### src/rtl/unsign_decimal_serializer_pkg.sv
// Shared definitions for the unsigned binary-to-decimal serializer:
// FSM encodings, the number base and the digit-count formula.
`ifndef UNSIGN_DECIMAL_SERIALIZER_PKG_SV
`define UNSIGN_DECIMAL_SERIALIZER_PKG_SV

// Upper bound on decimal digits for a w-bit word (77/256 approximates log10(2)).
`define UDS_DIGIT_COUNT(w) (((w) * 77 + 255) / 256)

package unsign_decimal_serializer_pkg;

    typedef enum logic [1:0] {
        SER_IDLE   = 2'd0,
        SER_DIVIDE = 2'd1,
        SER_EMIT   = 2'd2
    } serState_e;

    localparam int DECIMAL_BASE = 10;

    function automatic int digitCount(input int width);
        return `UDS_DIGIT_COUNT(width);
    endfunction

endpackage

`endif

### src/rtl/unsign_decimal_serializer_divider.sv
// Combinational restoring divider: one quotient bit per dividend bit,
// with a remainder no wider than the divisor.
module UnsignDividerComb #(
    parameter int DIVIDEND_WIDTH = 8,
    parameter int DIVISOR_WIDTH  = 4
) (
    input  logic                      Clk,
    input  logic [DIVIDEND_WIDTH-1:0] Dividend,
    input  logic [DIVISOR_WIDTH-1:0]  Divisor,
    output logic [DIVIDEND_WIDTH-1:0] Quotient,
    output logic [DIVISOR_WIDTH-1:0]  Remainder
);

    // The clock port exists so pipelined variants can drop in; this one is purely combinational.
    logic unusedClk;
    assign unusedClk = Clk;

    always_comb begin
        logic [DIVISOR_WIDTH:0] partial;
        partial  = '0;
        Quotient = '0;
        for (int i = DIVIDEND_WIDTH - 1; i >= 0; i--) begin
            partial = {partial[DIVISOR_WIDTH-1:0], Dividend[i]};
            if (partial >= {1'b0, Divisor}) begin
                partial     = partial - {1'b0, Divisor};
                Quotient[i] = 1'b1;
            end
        end
        Remainder = partial[DIVISOR_WIDTH-1:0];
    end

endmodule

### src/rtl/unsign_decimal_serializer.sv
// Converts an unsigned word to decimal by repeated division by ten, then
// streams the buffered digits most-significant first over valid/ready.
module unsign_decimal_serializer
    import unsign_decimal_serializer_pkg::*;
#(
    parameter int INPUT_BIT_WIDTH = 8
) (
    input  logic                       Clk,
    input  logic                       Rst,
    input  logic                       InValid,
    output logic                       InReady,
    input  logic [INPUT_BIT_WIDTH-1:0] InValue,
    output logic                       OutValid,
    input  logic                       OutReady,
    output logic [3:0]                 OutDigit,
    output logic                       OutLast,
    output logic                       Busy
);

    localparam int DIGITS = digitCount(INPUT_BIT_WIDTH);
    localparam int CNT_W  = $clog2(DIGITS + 1);
    localparam logic [3:0] BASE_DIGIT = 4'(DECIMAL_BASE);

    serState_e                  state_q, state_d;
    logic [INPUT_BIT_WIDTH-1:0] work_q, work_d;
    logic [CNT_W-1:0]           count_q, count_d;
    logic [3:0]                 stack_q [DIGITS];
    logic [3:0]                 stack_d [DIGITS];
    logic                       outValid_q, outValid_d;
    logic [3:0]                 outDigit_q, outDigit_d;
    logic                       outLast_q, outLast_d;

    logic [INPUT_BIT_WIDTH-1:0] quotient;
    logic [3:0]                 remainder;

    UnsignDividerComb #(
        .DIVIDEND_WIDTH(INPUT_BIT_WIDTH),
        .DIVISOR_WIDTH (4)
    ) divider (
        .Clk      (Clk),
        .Dividend (work_q),
        .Divisor  (BASE_DIGIT),
        .Quotient (quotient),
        .Remainder(remainder)
    );

    always_ff @(posedge Clk or posedge Rst) begin
        if (Rst) begin
            state_q    <= SER_IDLE;
            work_q     <= '0;
            count_q    <= '0;
            outValid_q <= 1'b0;
            outDigit_q <= '0;
            outLast_q  <= 1'b0;
            for (int i = 0; i < DIGITS; i++) begin
                stack_q[i] <= '0;
            end
        end else begin
            state_q    <= state_d;
            work_q     <= work_d;
            count_q    <= count_d;
            outValid_q <= outValid_d;
            outDigit_q <= outDigit_d;
            outLast_q  <= outLast_d;
            stack_q    <= stack_d;
        end
    end

    // Output registers are loaded one step ahead so the digit at the top of the stack is already on OutDigit when EMIT begins.
    always_comb begin
        state_d    = state_q;
        work_d     = work_q;
        count_d    = count_q;
        stack_d    = stack_q;
        outValid_d = outValid_q;
        outDigit_d = outDigit_q;
        outLast_d  = outLast_q;

        case (state_q)
            SER_IDLE: begin
                if (InValid) begin
                    work_d  = InValue;
                    count_d = '0;
                    state_d = SER_DIVIDE;
                end
            end

            SER_DIVIDE: begin
                stack_d[count_q] = remainder;
                count_d          = count_q + CNT_W'(1);
                work_d           = quotient;
                if (quotient == '0) begin
                    state_d    = SER_EMIT;
                    outValid_d = 1'b1;
                    outDigit_d = remainder;
                    outLast_d  = (count_q == '0);
                end
            end

            SER_EMIT: begin
                if (OutReady) begin
                    if (count_q == CNT_W'(1)) begin
                        state_d    = SER_IDLE;
                        count_d    = '0;
                        outValid_d = 1'b0;
                        outDigit_d = '0;
                        outLast_d  = 1'b0;
                    end else begin
                        count_d    = count_q - CNT_W'(1);
                        outDigit_d = stack_q[count_q - CNT_W'(2)];
                        outLast_d  = (count_q == CNT_W'(2));
                    end
                end
            end

            default: begin
                state_d = SER_IDLE;
            end
        endcase
    end

    assign InReady  = (state_q == SER_IDLE);
    assign Busy     = (state_q != SER_IDLE);
    assign OutValid = outValid_q;
    assign OutDigit = outDigit_q;
    assign OutLast  = outLast_q;

endmodule

### config.mk
export PLATFORM = sky130hd
export DESIGN_NAME = unsign_decimal_serializer
export DESIGN_NICKNAME = d
export VERILOG_FILES = /design/src/rtl/unsign_decimal_serializer_pkg.sv /design/src/rtl/unsign_decimal_serializer_divider.sv /design/src/rtl/unsign_decimal_serializer.sv
export SDC_FILE = /design/constraint.sdc
export NUM_CORES = 1
export LEC_CHECK = 0
export CORE_ASPECT_RATIO = 2
export CORE_MARGIN = 2
export CORE_UTILIZATION = 25
export CTS_BUF_LIST = sky130_fd_sc_hd__clkbuf_8
export DETAILED_ROUTE_END_ITERATION = 7
export PLACE_DENSITY = 0.43
export REMOVE_ABC_BUFFERS = 1
export SLEW_MARGIN = 20
export SYNTH_ARGS = -nofsm -noshare
export SYNTH_HDL_FRONTEND = slang
export SYNTH_HIERARCHICAL = 1
export SYNTH_SLANG_ARGS = --single-unit
### constraint.sdc
create_clock -name Clk -period 27 [get_ports Clk]
set_input_delay 2.7 -clock Clk [delete_from_list [all_inputs] [get_ports Clk]]
set_output_delay 2.7 -clock Clk [all_outputs]
set_load 0.005 [all_outputs]
==> flow_results.org <==
** Detailed routing
- Iter 0 DRT Violations :: 94
- # DRC :: 0
- In the final routed layout, each cell accounts on average for between 15 and 20 um.
- Total wirelength of the detailed-routed design :: around 8600 um
- Post-DRT Antenna Nets :: 0
- 1st-pass router iterations :: 4
- Drt via density :: between 4 and 5
- DR vias :: around 2600

** Clock tree
- Hold repair after CTS inserted 0 buffers.
- H-Tree Level Count :: 2
- TritonCTS buffer count :: 5
- The later pin in the worst-skew pair is clocked with a latency of 0.30 ns.
- Number of buffers between clock root and the deepest sink :: 2
- The root buffer cell chosen for the clock tree is sky130_fd_sc_hd__clkbuf_8.
- Post-cts sizing count :: 0
- Clock slew at reported path FFs :: approximately 0.070 ns
- TritonCTS built the clock tree.
- Number of buffers inserted by post-CTS setup repair :: 0
- The tree built by TritonCTS fans out to 30 sinks.

** Timing
- Setup TNS :: 0 ns
- Worst clock skew :: approximately 0.0086 ns
- Part of the cycle the worst path needs :: a little under two fifths
- The number of hold violations in the final report is 0.
- Max Transition Viols Final :: 0
- Hold WS :: 0.503 ns
- Number of setup violations in the final report :: 0
- Relative max-transition margin :: 41.9%
- Setup repair after global routing left no endpoint under its margin.
- The routed design could run at a clock period as short as ~10 ns.
- Tightest Pin Transition :: about 0.87 ns
- Fmax :: 0.0977 GHz

** Yosys
- Cell count after synthesis :: 345
- By count the netlist is led by sky130_fd_sc_hd__ha_1, sky130_fd_sc_hd__inv_1, sky130_fd_sc_hd__dfrtp_1, sky130_fd_sc_hd__mux2_2, sky130_fd_sc_hd__a21oi_1.
- The top cell type by area accounts for approximately 23% of the synthesized area.
- Number of enable-type register cells in the synthesized netlist :: 0
- Ranked by total cell area, the synthesized netlist is headed by sky130_fd_sc_hd__dfrtp_1, sky130_fd_sc_hd__ha_1, sky130_fd_sc_hd__mux2_2, sky130_fd_sc_hd__mux2_4, sky130_fd_sc_hd__fa_1.
- Of all flip-flops after synthesis, the portion carrying an async set or reset was 100%.
- Ys flop type :: sky130_fd_sc_hd__dfrtp_1
- Averaged over all synthesized cells, the footprint is 9.61 um2.
- Counting flops and latches in the post-synthesis netlist gives 30.
- Cell area after synthesis :: ~3300 um2
- Most frequently used cell type in the post-synthesis netlist :: sky130_fd_sc_hd__ha_1
- In this run, distinct cell masters in the synthesized netlist total 60.
- The biggest area contributor in the post-synthesis netlist is sky130_fd_sc_hd__dfrtp_1.
- Sequential-to-total area share from yosys stat :: 22.6%
- Total of warnings raised by yosys :: 6

** Run
- Total of max-cap violations :: 0

** Floorplanning
- IO Count :: 20
- In this run the horizontal extent of the chip is roughly 85 um.
- Total core area :: 13000 um2
- In this run the vertical extent of the chip is 167 um.
- Effective utilization at floorplan :: between 20% and 30%
- After floorplanning, the core was divided into 59 placement rows.
- The die covers 14300 um2.

** Final layout
- The net count of the finished layout is around 440.
- The area growth from synthesis to layout is 16.3%.
- The post-route netlist has 15.2% of its cells at a drive strength greater than 1.
- The repair_antennas step left the layout with diodes totalling 0.

** Run status
- Run status :: complete, no violations

** Critical path
- Largest stage delay on the critical path :: ~0.58 ns
- Cell repeated most along the worst path :: sky130_fd_sc_hd__a21o_1
- Crit path max-delay family :: compound AO/OA/AOI/OAI gates
- STA puts the critical path data required time at roughly 27 ns.
- The slowest stage of the critical path is the sky130_fd_sc_hd__a221o_1 cell.
- At the worst endpoint, the arrival time is around 10 ns.
- Total buffers and inverters traversed by the critical path :: 4
- In this run the critical register-to-register path is launched from work_q[7]$_DFFE_PP0P_.
- The worst setup path is launched from a flop.
- The worst setup path is captured at a flop.
- Critical Path Source :: work_q[7]$_DFFE_PP0P_
- Crit-path max FO :: 12
- Critical path class :: flop to flop

** Placed design
- Routability Congestion :: 0.783
- Final HPWL DP :: 7070 um
- During placement, the flow inserted port buffers numbering 19.

** Min path
- The tightest min-delay check is of the flop to flop type.
- Beginning of the worst hold path :: stack_q[6]$_DFFE_PP0P_

** Global routing
- Entering global routing, the biggest net connects 31 pins.
- Antenna violations before repair :: 0
- Number of global-route vias before repair :: 2727
- After global routing the overflow that remains totals 0.
- For this run, the total global-route usage over all layers was measured as ~13%.
- Wire length of the first global-routing pass :: roughly 14000 um
[state kept, by name, summed over array words and instances (netlist names)]
| name | flops |
|---|---|
| OutValid | 1 |
| stack_q | 12 |
| work_q | 8 |
| state_q | 2 |
| OutLast | 1 |
| count_q | 2 |
| OutDigit | 4 |
[layer usage]
metal,part of all wire [%],GRT usage [%],vias to the layer above
li1,-,-,1316
met1,38,13.3,1258
met2,58,25.1,38
met3,2.7,1.78,7
met4,1.5,3.38,0
met5,0,0,-
[cells by family after synthesis]
family	count (synthesis)	share of synthesized area [%]
buf+inv	42	5.21
mux	48	17.7
compound gates	95	20.4
xor+xnor	13	3.43
other cells	2	0.226
flops	30	22.6
fa+ha+maj	45	18.6
simple gates	70	11.8
[final cells by class]
type                       instances  area (um2)
clock buffer                       8         110
fill                            1396        9140
inverter                          36         135
multi-input combinational        294        2470
sequential                        30         751
tap                              152         190
timing repair buffer              20         198
[final timing paths]
kind	cells past startpoint	end	slack, ns
max	45	OutDigit[1]$_DFFE_PP0P_	16.77
min	1	stack_q[6]$_DFFE_PP0P_	0.50
max reg2reg	45	OutDigit[1]$_DFFE_PP0P_	16.77
min reg2reg	1	stack_q[6]$_DFFE_PP0P_	0.50
max in group asynchronous	3	stack_q[10]$_DFFE_PP0P_	23.92
min in group asynchronous	3	work_q[4]$_DFFE_PP0P_	2.79
[through the flow]
stage          setup WS (ns)  util (%)  area, um2  instances
2_1_floorplan          17.76         -       3360        360
3_3_place_gp           16.81      28.8       3740        532
3_5_place_dp           16.72      28.8       3740        532
4_1_cts                16.68      29.7       3850        540
5_1_grt                15.88      29.7       3850        540
6_report               16.77      29.7       3850        540
[placed cells by master (no fill, tap or decap), drive strengths merged, types with 2 or more instances in the layout]
master	n
xnor2	11
fa	7
mux2	34
a22oi	14
nand2	16
a221oi	2
clkdlybuf4s50	19
nor2	12
o21ai	22
a221o	2
o21a	3
xor2	2
mux2i	14
a21o	14
nand3b	3
nand3	3
nor2b	4
and3	9
o211ai	2
ha	38
conb	23
inv	35
clkbuf	8
nor3	3
nand2b	10
dfrtp	30
or4	2
a21oi	22
nand4	2
and2	2
Power is not shown: default switching activity piles up to over one toggle a cycle in this logic, so the estimate is an artifact.
